===== config.mk =====
export PLATFORM = sky130hd
export DESIGN_NAME = instr_encoder
export DESIGN_NICKNAME = d
export VERILOG_FILES = /design/src/rtl/instr_encoder.sv
export SDC_FILE = /design/constraint.sdc
export NUM_CORES = 1
export LEC_CHECK = 0
export BUFFER_PORTS_ARGS = -buffer_cell sky130_fd_sc_hd__clkbuf_2
export CAP_MARGIN = 5
export CORE_MARGIN = 4
export CORE_UTILIZATION = 47
export DETAILED_ROUTE_END_ITERATION = 10
export PLACE_DENSITY_LB_ADDON = 0.15
export SLEW_MARGIN = 5
export SYNTH_ARGS = -nofsm -noshare
export SYNTH_HDL_FRONTEND = slang
export SYNTH_SLANG_ARGS = --single-unit

===== constraint.sdc =====
create_clock -name clk -period 2.1 [get_ports clk]
set_input_delay 0.42 -clock clk [delete_from_list [all_inputs] [get_ports clk]]
set_output_delay 0.42 -clock clk [all_outputs]
set_load 0.05 [all_outputs]

===== src/rtl/instr_encoder.sv =====
// instr_encoder: streaming LEGv8 encoder for LDUR, STUR and CBZ.
// Range-checks the immediate, packs a 32-bit instruction word into a single
// output register stage and tags it with a sequential word address.
// Rejected requests do not load the output; they pulse err and bump err_cnt.
//
// Handshake (both sides): a transfer happens on a rising edge where valid and
// ready are both high; valid never depends on ready, and once out_valid is
// high out_instr/out_addr hold until the word is taken or clear/reset drops it.
module instr_encoder #(
  parameter int ADDR_W = 8,
  parameter int ERR_W  = 8
) (
  input  logic              clk,
  input  logic              reset,
  input  logic              clear,
  input  logic              in_valid,
  output logic              in_ready,
  input  logic [1:0]        in_op,
  input  logic [4:0]        in_rt,
  input  logic [4:0]        in_rn,
  input  logic [63:0]       in_imm,
  output logic              out_valid,
  input  logic              out_ready,
  output logic [31:0]       out_instr,
  output logic [ADDR_W-1:0] out_addr,
  output logic              err,
  output logic [ERR_W-1:0]  err_cnt
);

  localparam logic [1:0] OP_LDUR = 2'b00;
  localparam logic [1:0] OP_STUR = 2'b01;
  localparam logic [1:0] OP_CBZ  = 2'b10;

  logic              r_out_valid;
  logic [31:0]       r_out_instr;
  logic [ADDR_W-1:0] r_out_addr;
  logic [ADDR_W-1:0] r_next_addr;
  logic              r_err;
  logic [ERR_W-1:0]  r_err_cnt;

  logic              w_accept;
  logic              w_consume;
  logic              w_load;
  logic              w_reject;
  logic              w_ldst_ok;
  logic              w_cbz_ok;
  logic              w_imm_ok;
  logic [31:0]       w_instr;

  // A new request may enter whenever the output slot is empty or being drained
  // in the same cycle; clear blocks intake so nothing is silently dropped.
  assign in_ready  = !clear && (!r_out_valid || out_ready);
  assign w_accept  = in_valid && in_ready;
  assign w_consume = r_out_valid && out_ready;

  // D-format offsets are 9-bit signed; CBZ offsets are 21-bit signed and word aligned.
  assign w_ldst_ok = (in_imm[63:8] == {56{in_imm[8]}});
  assign w_cbz_ok  = (in_imm[1:0] == 2'b00) && (in_imm[63:20] == {44{in_imm[20]}});

  // Select the range check and pack the instruction word for the requested op.
  always_comb begin
    w_imm_ok = 1'b0;
    w_instr  = 32'h0;
    case (in_op)
      OP_LDUR: begin
        w_imm_ok = w_ldst_ok;
        w_instr  = {11'b11111000010, in_imm[8:0], 2'b00, in_rn, in_rt};
      end
      OP_STUR: begin
        w_imm_ok = w_ldst_ok;
        w_instr  = {11'b11111000000, in_imm[8:0], 2'b00, in_rn, in_rt};
      end
      OP_CBZ: begin
        w_imm_ok = w_cbz_ok;
        w_instr  = {8'b10110100, in_imm[20:2], in_rt};
      end
      default: begin
        w_imm_ok = 1'b0;
        w_instr  = 32'h0;
      end
    endcase
  end

  assign w_load   = w_accept && w_imm_ok;
  assign w_reject = w_accept && !w_imm_ok;

  // Output register: load on a valid accept, otherwise drop valid once consumed.
  always_ff @(posedge clk or posedge reset) begin
    if (reset) begin
      r_out_valid <= 1'b0;
      r_out_instr <= 32'h0;
      r_out_addr  <= '0;
    end else if (clear) begin
      r_out_valid <= 1'b0;
    end else if (w_load) begin
      r_out_valid <= 1'b1;
      r_out_instr <= w_instr;
      r_out_addr  <= r_next_addr;
    end else if (w_consume) begin
      r_out_valid <= 1'b0;
    end
  end

  // Word-address counter: advances only for words that are actually emitted.
  always_ff @(posedge clk or posedge reset) begin
    if (reset) begin
      r_next_addr <= '0;
    end else if (clear) begin
      r_next_addr <= '0;
    end else if (w_load) begin
      r_next_addr <= r_next_addr + 1'b1;
    end
  end

  // Error pulse and saturating error counter for rejected requests.
  always_ff @(posedge clk or posedge reset) begin
    if (reset) begin
      r_err     <= 1'b0;
      r_err_cnt <= '0;
    end else if (clear) begin
      r_err     <= 1'b0;
      r_err_cnt <= '0;
    end else begin
      r_err <= w_reject;
      if (w_reject && (r_err_cnt != {ERR_W{1'b1}})) begin
        r_err_cnt <= r_err_cnt + 1'b1;
      end
    end
  end

  assign out_valid = r_out_valid;
  assign out_instr = r_out_instr;
  assign out_addr  = r_out_addr;
  assign err       = r_err;
  assign err_cnt   = r_err_cnt;

endmodule


* After elaboration in Yosys (flattened, before gate mapping)
Index checks and enable logic that the tools add are counted.
** Word-level totals
- Flip-flop bits (word level) :: 58
- Input bits :: 81
- Logic and storage cells :: 42
** Operators by class
- Add/sub/neg operators :: 2
- Equality and inequality tests :: 5
- Multiplexer cells :: 10
- Bitwise logic cells :: 1
- Reductions and logical operators :: 18
** Operators with widths (number)
- case mux 32 bit (3 select lines) :: 1
- equality test 55 bit :: 1
- equality test 43 bit :: 1
- two-way mux 8 bit :: 4
- adder 8 x 1 -> 8 bit, second input constant :: 2
- != test 8 bit, second input constant :: 1
- logical AND 1 bit :: 7
- logical NOT 2 bit :: 2
- two-way mux 1 bit :: 4
- nonzero test 2 bit :: 2
- logical NOT 1 bit :: 3
- nonzero test 3 bit :: 1
- equality test 2 x 1 -> 1 bit, second input constant :: 1
- equality test 2 bit, second input constant :: 1
- case mux 1 bit (2 select lines) :: 1
- AND reduction 2 bit :: 1
- OR reduction 2 bit :: 1
- logical OR 1 bit :: 1
- inverter 1 bit :: 1

* Longest topological paths before layout
Gate-level depths: netlist of run 1.
- Word-level depth :: 8
- Depth in mapped cells :: 9

* Worst setup path before layout of run 1
No wires, ideal clock.
- Kind :: flip-flop to flip-flop
- From :: register r_out_valid (netlist: out_valid)
- To :: register r_next_addr[6]
- Library setup time :: 0.135 ns
- Data arrival time :: 2.802 ns
- Data required time :: 1.965 ns
- Path slack :: -0.837 ns
- Stages on the path, launching flop included :: 9
- Path buffers :: 2
- Clock period less this slack :: 2.937 ns
- Cell sequence :: dfrtp_1 -> a21oi_1 -> and2_1 -> clkbuf_1 -> and2_4 -> a32oi_4 -> buf_6 -> o311ai_2 -> o41ai_2
** Between the ends
- Word-level cells in the longest chain between the ends :: 6
** Ends and longest elaborated chain
- start: declaration :: line 34 : logic r_out_valid;
- start signal: assignment :: line 90 : r_out_valid <= 1'b0;
- start signal: assignment :: line 94 : r_out_valid <= 1'b0;
- start signal: assignment :: line 96 : r_out_valid <= 1'b1;
- logical NOT 1 bit :: line 52 : assign in_ready = !clear && (!r_out_valid || out_ready);
- logical OR 1 bit :: line 52
- logical AND 1 bit :: line 52
- net in_ready :: line 17 : output logic in_ready,
- logical AND 1 bit :: line 53 : assign w_accept = in_valid && in_ready;
- logical AND 1 bit :: line 84 : assign w_load = w_accept && w_imm_ok;
- nonzero test 2 bit (no source line)
- end signal: assignment :: line 111 : r_next_addr <= r_next_addr + 1'b1;
- end: declaration :: line 37 : logic [ADDR_W-1:0] r_next_addr;
The timed path passes the listed nets, and every way through them passes these cells.
A chain may end at the register's enable or synchronous reset.

* Final worst setup path of run 1
- From :: input port in_imm[57]
- To :: register r_next_addr[3]
** Between the ends
- Word-level cells in the longest chain between the ends :: 5
- Elaborated cells between the ends (all ways) :: 6
** Ends and longest elaborated chain
- start: declaration :: line 21 : input logic [63:0] in_imm,
- equality test 43 bit :: line 58 : assign w_cbz_ok = (in_imm[1:0] == 2'b00) && (in_imm[63:20] == {44{in_imm[20]}});
- logical AND 1 bit :: line 58
- case mux 1 bit (2 select lines) (*) :: line 64 : case (in_op)
- logical AND 1 bit (*) :: line 84
- nonzero test 2 bit (no source line) (*)
Every way passes the cells marked *; elsewhere a longest branch is shown, timed or not.

==> impl_metrics.yaml, run 1 <==
sta:
  skew_ns: 0.0115
  postLayoutSetupSlackWorst_ns: -0.0307
  timing.final.crit_period_ns: 2.13
  finish_stage_setup_viols: 2
  rsz0062_at_grt: "yes"
  timing_max_transition_violations_final: 0
  period_share: 1.01
  timing.setup.tns_ns: -0.0356
  timing.final.hold_violations: 0
  maximum_achievable_frequency_mhz: 469
  whs_ns: 0.102
placed_design:
  dp_worst_setup_slack_ns: -0.377
  hpwl_um: 6310
  place_congestion: 0.828
  placed_cells: 518
  portBuffers: 129
  postPlaceCellArea_sq_mm: 0.00391
synthesis:
  synth.yosys.seq_area_share: 0.451
  synth_seq_cells: 53
  most_common_cell_in_the_netlist: "sky130_fd_sc_hd__dfrtp_1"
  synth_flop_cell: "sky130_fd_sc_hd__dfrtp_1"
  postSynth.asyncResetShare: 1.00
  yosys-top-cells-area: "sky130_fd_sc_hd__dfrtp_1 (45%), sky130_fd_sc_hd__mux2_1 (6.5%), sky130_fd_sc_hd__a21o_1 (4.1%)"
  post_synth_instance_area_sq_mm: 0.00294
  postSynthCellCount: 298
  synth_top_area_share: 0.451
  post_synth.cell_area_avg_sq_um: 9.87
  synth_edf_count: 0
  ys_types: 47
  yosysWarningCount: 0
  synth.cells.most_frequent: "sky130_fd_sc_hd__dfrtp_1 (53), sky130_fd_sc_hd__nor2_1 (31), sky130_fd_sc_hd__nand2_1 (23)"
  synth_top_area_cell: "sky130_fd_sc_hd__dfrtp_1"
route:
  drt_iter0_markers: 108
  num_vias: 2895
  route.detailed.drc: 0
  vias_per_cell: 5.46
  average_wire_per_cell_in_the_routed_design_um: 15.5
  first_pass_iters: 4
  antenna_left: 0
  wl_um: 8210
run_status:
  violations: "setup timing"
  run_status: "finished, violations left"
grt:
  antenna_found_initial: 0
  wire_length_of_the_first_global_routing_pass_um: 12800
  first_global_vias: 2751
  globalRouteOverflowTotal: 0
  grt.total_usage: 0.211
  grt_max_degree: 35
clock_network:
  clkSinkCount: 53
  clockRootBuffer: "sky130_fd_sc_hd__clkbuf_8"
  worst_skew_pair.late_latency_ns: 0.30
  cts_max_level: 2
  clockBufferDepth: 2
  clock_slew_at_the_register_clock_pins_of_the_worst_setup_and_hold_paths_ns: 0.10
  tritoncts: "yes"
  cts-buffers-inserted: 5
worst_setup_path:
  endpoint_kind: "register"
  required_ns: 2.34
  criticalPathCategory: "in -> reg"
  crit_path_max_fanout: 6
  cp_data_arrival_time_ns: 2.37
  sort_of_element_at_the_start_of_the_critical_path: "primary input"
layout:
  layout-drive-gt1-share: 0.459
  flow.area_growth_from_synthesis_pct: 41.0
  post_layout_nonfiller_instances: 530
  layout.filler_cells: 526
  insertedDiodeCount: 0
  design.final.nets: 537
  post-route-cell-area_sq_mm: 0.00415
  layout.core_utilization: 0.693
floorplanning:
  die_width_um: 87.1
  floorplan.core_area_sq_mm: 0.00599
  pin_count: 132
  effective_utilization_at_floorplan: 0.491
  floorplan.die.height_um: 87.1
  fp-row-count: 28
  design.die.area_sq_mm: 0.00759
run:
  maxCapViolCount: 0
power:
  p_per_area_mw_per_mm2: 490
  power_mw: 2.03
  total_leakage_power_nw: 2.29
  vdd_ir_drop_max_uv: 463
min_path:
  hold_path_class: "in -> async"
## path summary, 6_finish.rpt
path | startpoint | end | slack (ns) | cells after the start
max | in_imm[57] | r_next_addr[3] | -0.03 | 8
min | reset | out_instr[16] | 0.10 | 2
max reg2reg | err_cnt[1] | err_cnt[5] | 0.12 | 7
min reg2reg | out_instr[11] | out_instr[11] | 0.48 | 1
max in group asynchronous | reset | out_instr[2] | 1.46 | 3
min in group clk | in_rt[3] | out_instr[3] | 0.33 | 2
## worst max-delay path, stage by stage
cell	delay, ns
sky130_fd_sc_hd__buf_6	0.09
sky130_fd_sc_hd__or4_4	0.55
sky130_fd_sc_hd__nor3b_2	0.19
sky130_fd_sc_hd__o2111a_1	0.22
sky130_fd_sc_hd__and2_4	0.18
sky130_fd_sc_hd__a32oi_4	0.10
sky130_fd_sc_hd__or4_1	0.55
sky130_fd_sc_hd__nand2_1	0.07
## layout by cell type (no fill, tap or decap), types with 6 or more instances in the layout
| cell | netlist | final |
|---|---|---|
| sky130_fd_sc_hd__a21o_1 | 16 | 16 |
| sky130_fd_sc_hd__a21oi_1 | 16 | 14 |
| sky130_fd_sc_hd__buf_4 | 6 | 32 |
| sky130_fd_sc_hd__clkbuf_2 | 0 | 128 |
| sky130_fd_sc_hd__clkbuf_8 | 0 | 6 |
| sky130_fd_sc_hd__dfrtp_1 | 53 | 50 |
| sky130_fd_sc_hd__inv_1 | 10 | 9 |
| sky130_fd_sc_hd__mux2_1 | 17 | 11 |
| sky130_fd_sc_hd__mux2_4 | 0 | 7 |
| sky130_fd_sc_hd__nand2_1 | 23 | 22 |
| sky130_fd_sc_hd__nand3_1 | 8 | 8 |
| sky130_fd_sc_hd__nand4_1 | 15 | 15 |
| sky130_fd_sc_hd__nor2_1 | 31 | 31 |
| sky130_fd_sc_hd__nor2b_1 | 16 | 16 |
| sky130_fd_sc_hd__nor3_1 | 7 | 6 |
| sky130_fd_sc_hd__nor4_1 | 13 | 9 |
## cell families (layout without fill, tap and decap cells)
kind of cell | count (synthesis) | in the layout | synth area share
AO/OA/AOI/OAI | 60 | 61 | 0.166
XOR/XNOR | 1 | 1 | 0.00298
other | 1 | 2 | 0.00127
AND/OR/NAND/NOR | 129 | 129 | 0.231
buffers and inverters | 28 | 183 | 0.0493
multiplexers | 24 | 24 | 0.0902
adder cells (fa/ha/maj) | 2 | 2 | 0.00851
flip-flops | 53 | 53 | 0.451
## where the power goes
part	leakage [nW]	internal (mW)	switching, mW
clock	0.0585	0.389	0.331
combinational	1.50	0.119	0.164
sequential	0.728	1.03	0.00485
## per-layer routing
metal  part of all wire  track usage  vias up
li1                   -            -     1414
met3              0.079       0.0549        2
met5                  0            0        -
met4             0.0035       0.0446        0
met2               0.49        0.359      102
met1               0.43        0.271     1377
## registers in the layout, indices dropped and copies added (netlist names)
| signal | count |
|---|---|
| out_valid | 1 |
| err_cnt | 8 |
| r_next_addr | 8 |
| out_instr | 27 |
| err | 1 |
| out_addr | 8 |
## cell type report
class                           instances  area, sq um  area share
Clock buffer                            7         86.3      0.0208
Clock inverter                          1         30.0     0.00724
Inverter                               10         37.5     0.00905
Multi-Input combinational cell        219         1620       0.390
Sequential cell                        53         1330       0.321
Tap cell                               75         93.8      0.0226
Timing Repair Buffer                  165          955       0.230
## repair_timing
item | in CTS | in global routing
setup buffers | 1 | 2
pin swaps | 1 | 7
gates resized for setup | 2 | 12
cloned | 0 | 1
setup endpoints to repair | 13 | 44
hold buffers | 0 | 0
Power figures use the tool's default switching activity.
==> inputs of run 2 (changes only) <==
==> constraint.sdc (replaced) <==
create_clock -name clk -period 2.1 [get_ports clk]
set_input_delay 0.315 -clock clk [delete_from_list [all_inputs] [get_ports clk]]
set_output_delay 0.315 -clock clk [all_outputs]
set_load 0.05 [all_outputs]
==> run 2 against run 1 <==
Against the previous run: the run now ends clean; highest routed layer unchanged; hold slack got worse by 0.016 ns; fmax is 5.7% higher; sequential share of layout area rose by 0.81 points.
==> impl_metrics.yaml, run 2 (synthesized netlist as in run 1, its figures left out) <==
run_status:
  run_status: "finished, final reports clean"
layout:
  multi_input_logic_area_sq_mm: 0.00153
  layout-drive-gt1-share: 0.443
  final_common_cell: "sky130_fd_sc_hd__clkbuf_2"
  post-route-cell-area_sq_mm: 0.00405
  layout.filler_cells: 492
  layout_common_cells: "sky130_fd_sc_hd__clkbuf_2 (129), sky130_fd_sc_hd__dfrtp_1 (50), sky130_fd_sc_hd__buf_4 (35)"
  insertedDiodeCount: 0
  design.final.nets: 538
  largest_register_ffs: 27
  seqCellArea_sq_mm: 0.00133
  flow.area_growth_from_synthesis_pct: 37.6
clock_network:
  hold_buffers: 0
  clkSinkCount: 53
  cts-buffers-inserted: 5
  cts_max_level: 2
  clockBufferDepth: 2
  clockRootBuffer: "sky130_fd_sc_hd__clkbuf_8"
  worst_skew_pair.late_latency_ns: 0.31
  clock_slew_at_the_register_clock_pins_of_the_worst_setup_and_hold_paths_ns: 0.11
  tritoncts: "yes"
worst_setup_path:
  worst_r2r_endpoint: "err_cnt[5]"
  worst_path_max_delay_cell: "sky130_fd_sc_hd__or4_4"
  worst_r2r_path_depth: 7
  rr_startpoint: "err_cnt[0]"
  timing.critical_path.max_delay_family: "simple AND/OR/NAND/NOR gates"
  r2r_setup_slack_ns: 0.09
  criticalPathCategory: "in -> reg"
  required_ns: 2.29
  endpoint_kind: "register"
  critical-path-max-stage-delay_ns: 0.54
  cp_data_arrival_time_ns: 2.20
  sort_of_element_at_the_start_of_the_critical_path: "primary input"
  path_cells: "clkbuf_2 > or4_4 > a21oi_1 > nand4b_1 > o41ai_2 > a32oi_4 > buf_8 > mux2_1"
  crit_path_max_fanout: 22
  crit_path_buffers_inverters: 2
sta:
  maxSlewHeadroom: 0.539
  timing.final.crit_period_ns: 2.01
  timing_max_transition_violations_final: 0
  rsz0062_at_grt: "no"
  timing.final.hold_violations: 0
  maximum_achievable_frequency_mhz: 496
  whs_ns: 0.0855
  worst-slew-pin-transition_ns: 0.690
  finish_stage_setup_viols: 0
  period_share: 0.960
  skew_ns: 0.0133
grt:
  wire_length_of_the_first_global_routing_pass_um: 13200
  antenna_found_initial: 0
  first_global_vias: 2794
  grt.total_usage: 0.216
  grt_max_degree: 34
  globalRouteOverflowTotal: 0
run:
  maxCapViolCount: 0
route:
  average_wire_per_cell_in_the_routed_design_um: 15.1
  num_vias: 2918
  first_pass_iters: 4
  route.detailed.drc: 0
  drt_iter0_markers: 126
  vias_per_cell: 5.50
  wl_um: 8020
  antenna_left: 0
placed_design:
  postPlaceCellArea_sq_mm: 0.00386
  place_congestion: 0.872
  portBuffers: 129
  hpwl_um: 6270
power:
  vdd_ir_drop_max_uv: 560
  p_per_area_mw_per_mm2: 501
  total_leakage_power_nw: 2.23
floorplanning:
  pin_count: 132
  floorplan.die.height_um: 87.1
  fp-row-count: 28
  design.die.area_sq_mm: 0.00759
  effective_utilization_at_floorplan: 0.491
  die_width_um: 87.1
  floorplan.core_area_sq_mm: 0.00599
min_path:
  hold_path_class: "in -> async"
run 2: through the flow:
step,setup WS [ns],std cells,utilization,TNS (ns),power (mW)
6_report,0.0850,531,0.675,0,2.03
5_1_grt,0.000527,531,0.675,0,2.13
4_1_cts,0.0568,528,0.664,0,2.04
3_5_place_dp,-0.265,520,0.644,-8.36,1.32
3_3_place_gp,-0.215,520,0.644,-6.01,1.32
2_1_floorplan,-0.0668,299,-,-0.173,1.18
run 2: what timing repair did:
item | in CTS | in global routing
gates resized for setup | 0 | 7
endpoints found under the setup margin | 0 | 37
setup buffers | 0 | 2
endpoints found under the hold margin | 0 | 0
run 2: worst register-to-register path, cell delays in order (launching register included):
cell,delay [ns]
sky130_fd_sc_hd__dfrtp_2,0.42
sky130_fd_sc_hd__ha_2,0.20
sky130_fd_sc_hd__nand2_1,0.06
sky130_fd_sc_hd__nor2_1,0.06
sky130_fd_sc_hd__and3_1,0.19
sky130_fd_sc_hd__or4_1,0.52
sky130_fd_sc_hd__nor2_1,0.12
sky130_fd_sc_hd__mux2_2,0.34
run 2: worst max-delay path by stage:
| stage | start | endpoint | slack [ns] | cells past startpoint |
|---|---|---|---|---|
| after global placement | in_imm[57] | out_instr[2] | -0.22 | 8 |
| after CTS | in_imm[57] | out_instr[3] | 0.06 | 8 |
| after global routing | err_cnt[0] | err_cnt[5] | 0.0005 | 7 |
| after floorplan | out_valid | r_next_addr[6] | -0.07 | 8 |
| after detailed placement | in_imm[57] | out_instr[3] | -0.27 | 8 |
| final | in_imm[57] | out_instr[3] | 0.09 | 8 |
run 2: where the power goes:
group          total [mW]  switching (mW)  internal, mW
Combinational       0.278           0.162         0.116
Clock               0.720           0.354         0.366
Sequential           1.03         0.00338          1.03
run 2: layout make-up:
class | count | share of cell area
Clock buffer | 5 | 0.0170
Clock inverter | 3 | 0.0124
Inverter | 10 | 0.00928
Multi-Input combinational cell | 219 | 0.378
Sequential cell | 53 | 0.329
Tap cell | 75 | 0.0232
Timing Repair Buffer | 166 | 0.231
run 2: routing by layer:
metal  global-route usage  vias to the layer above  share of wire
li1                     -                     1417              -
met1                0.287                     1400           0.44
met5                    0                        -              0
met4               0.0488                        0          0.013
met3               0.0454                       10          0.064
met2                0.365                       91           0.49
==> inputs of run 3 (changes only) <==
Settings changed: ABC_AREA from default to 0, MAX_ROUTING_LAYER from default to met4, SKIP_CTS_REPAIR_TIMING from default to 1.
==> run 3 against run 2 <==
Against the previous run: design area unchanged; highest routed layer unchanged; sequential share of layout area unchanged; sequential power about the same; core utilization unchanged; cell count unchanged; clock skew down 0.0016 ns; setup slack worse by 0.0010 ns; critical path type is now reg -> reg; combinational power about the same; wire length up 0.24%; largest cell class unchanged; via count down 0.17%; non-clock buffer count unchanged; register-to-register slack about the same.
==> impl_metrics.yaml, run 3 (synthesized netlist as in run 1, its figures left out) <==
power:
  total_leakage_power_nw: 2.23
  vdd_ir_drop_max_uv: 561
  p_per_area_mw_per_mm2: 501
placed_design:
  place_congestion: 0.886
  dp_worst_setup_slack_ns: -0.265
  placed_cells: 520
  portBuffers: 129
  hpwl_um: 6270
grt:
  globalRouteOverflowTotal: 0
  antenna_found_initial: 0
  grt.total_usage: 0.223
  wire_length_of_the_first_global_routing_pass_um: 13200
  grt_max_degree: 34
  first_global_vias: 2797
route:
  average_wire_per_cell_in_the_routed_design_um: 15.1
  met2_wirelength_um: 3920
  route.detailed.drc: 0
  antenna_left: 0
  met3_routed_wl_um: 554
  wl_um: 8040
  first_pass_iters: 4
  route.top_layer_used: "met4"
  met1_length_um: 3440
  drt_iter0_markers: 121
  num_vias: 2913
  vias_per_cell: 5.49
floorplanning:
  pin_count: 132
  fp-row-count: 28
  floorplan.die.height_um: 87.1
  floorplan.core_area_sq_mm: 0.00599
  effective_utilization_at_floorplan: 0.491
  design.die.area_sq_mm: 0.00759
  die_width_um: 87.1
sta:
  finish_stage_setup_viols: 0
  skew_ns: 0.0117
  rsz0062_at_grt: "no"
  period_share: 0.960
  timing.final.hold_violations: 0
  maxSlewHeadroom: 0.545
  worst-slew-pin-transition_ns: 0.682
  timing.setup.tns_ns: 0
  timing_max_transition_violations_final: 0
  timing.final.crit_period_ns: 2.02
  postLayoutSetupSlackWorst_ns: 0.0840
  maximum_achievable_frequency_mhz: 496
layout:
  layout-drive-gt1-share: 0.443
  final_common_cell: "sky130_fd_sc_hd__clkbuf_2"
  layout.core_utilization: 0.675
  layout_common_cells: "sky130_fd_sc_hd__clkbuf_2 (129), sky130_fd_sc_hd__dfrtp_1 (50), sky130_fd_sc_hd__buf_4 (35)"
  design.final.nets: 538
  flow.area_growth_from_synthesis_pct: 37.6
  largest_register_ffs: 27
  insertedDiodeCount: 0
  post_layout_nonfiller_instances: 531
worst_setup_path:
  criticalPathCategory: "reg -> reg"
  crit_path_max_fanout: 3
  cp_data_arrival_time_ns: 2.21
  sort_of_element_at_the_start_of_the_critical_path: "register"
  endpoint_kind: "register"
  required_ns: 2.30
clock_network:
  worst_skew_pair.late_latency_ns: 0.31
  clkSinkCount: 53
  clockBufferDepth: 2
  tritoncts: "yes"
  clockRootBuffer: "sky130_fd_sc_hd__clkbuf_8"
  cts_max_level: 2
  clock_slew_at_the_register_clock_pins_of_the_worst_setup_and_hold_paths_ns: 0.11
  cts-buffers-inserted: 5
run:
  maxCapViolCount: 0
run_status:
  run_status: "finished, final reports clean"
min_path:
  hold_path_class: "in -> async"
[run 3: report_power, final]
part / leakage, nW / total [mW] / internal (mW) / switching [mW]
registers: 0.728 / 1.03 / 1.03 / 0.00340
clock network: 0.0603 / 0.721 / 0.366 / 0.355
logic: 1.44 / 0.278 / 0.116 / 0.161
[run 3: per-stage QoR]
stage,power (mW),area (sq um),hold slack [ns]
2_1_floorplan,1.18,2980,0.447
3_3_place_gp,1.32,3860,0.444
3_5_place_dp,1.32,3860,0.447
4_1_cts,2.04,3980,0.107
5_1_grt,2.13,4050,0.132
6_report,2.03,4050,0.0882
[run 3: area by class of cell]
class                           count  area, sq um
Timing Repair Buffer              166          935
Sequential cell                    53         1330
Clock buffer                        5         68.8
Multi-Input combinational cell    219         1530
Fill cell                         492         1940
Clock inverter                      3         50.0
Tap cell                           75         93.8
Inverter                           10         37.5
[run 3: layer usage]
metal  GRT usage  vias to the layer above
li1            -                     1414
met1       0.292                     1388
met2       0.361                       99
met3      0.0454                       12
met4      0.0516                        0
met5           -                        -
[run 3: critical path: stages, from the launching register on]
cell and delay, ns:
sky130_fd_sc_hd__dfrtp_2 0.42, sky130_fd_sc_hd__ha_2 0.20, sky130_fd_sc_hd__nand2_1 0.06, sky130_fd_sc_hd__nor2_1 0.06
sky130_fd_sc_hd__and3_1 0.19, sky130_fd_sc_hd__or4_1 0.52, sky130_fd_sc_hd__nor2_1 0.12, sky130_fd_sc_hd__mux2_2 0.34
[run 3: worst paths after layout]
kind | slack [ns] | cells past startpoint | end | start
min in group clk | 0.21 | 2 | out_instr[1] | in_rt[1]
worst min register to register | 0.48 | 1 | out_instr[19] | out_instr[19]
worst max-delay path | 0.08 | 7 | err_cnt[5] | err_cnt[0]
max in group asynchronous | 1.37 | 3 | out_instr[17] | reset
worst max register to register | 0.08 | 7 | err_cnt[5] | err_cnt[0]
worst min-delay path | 0.09 | 2 | out_addr[0] | reset
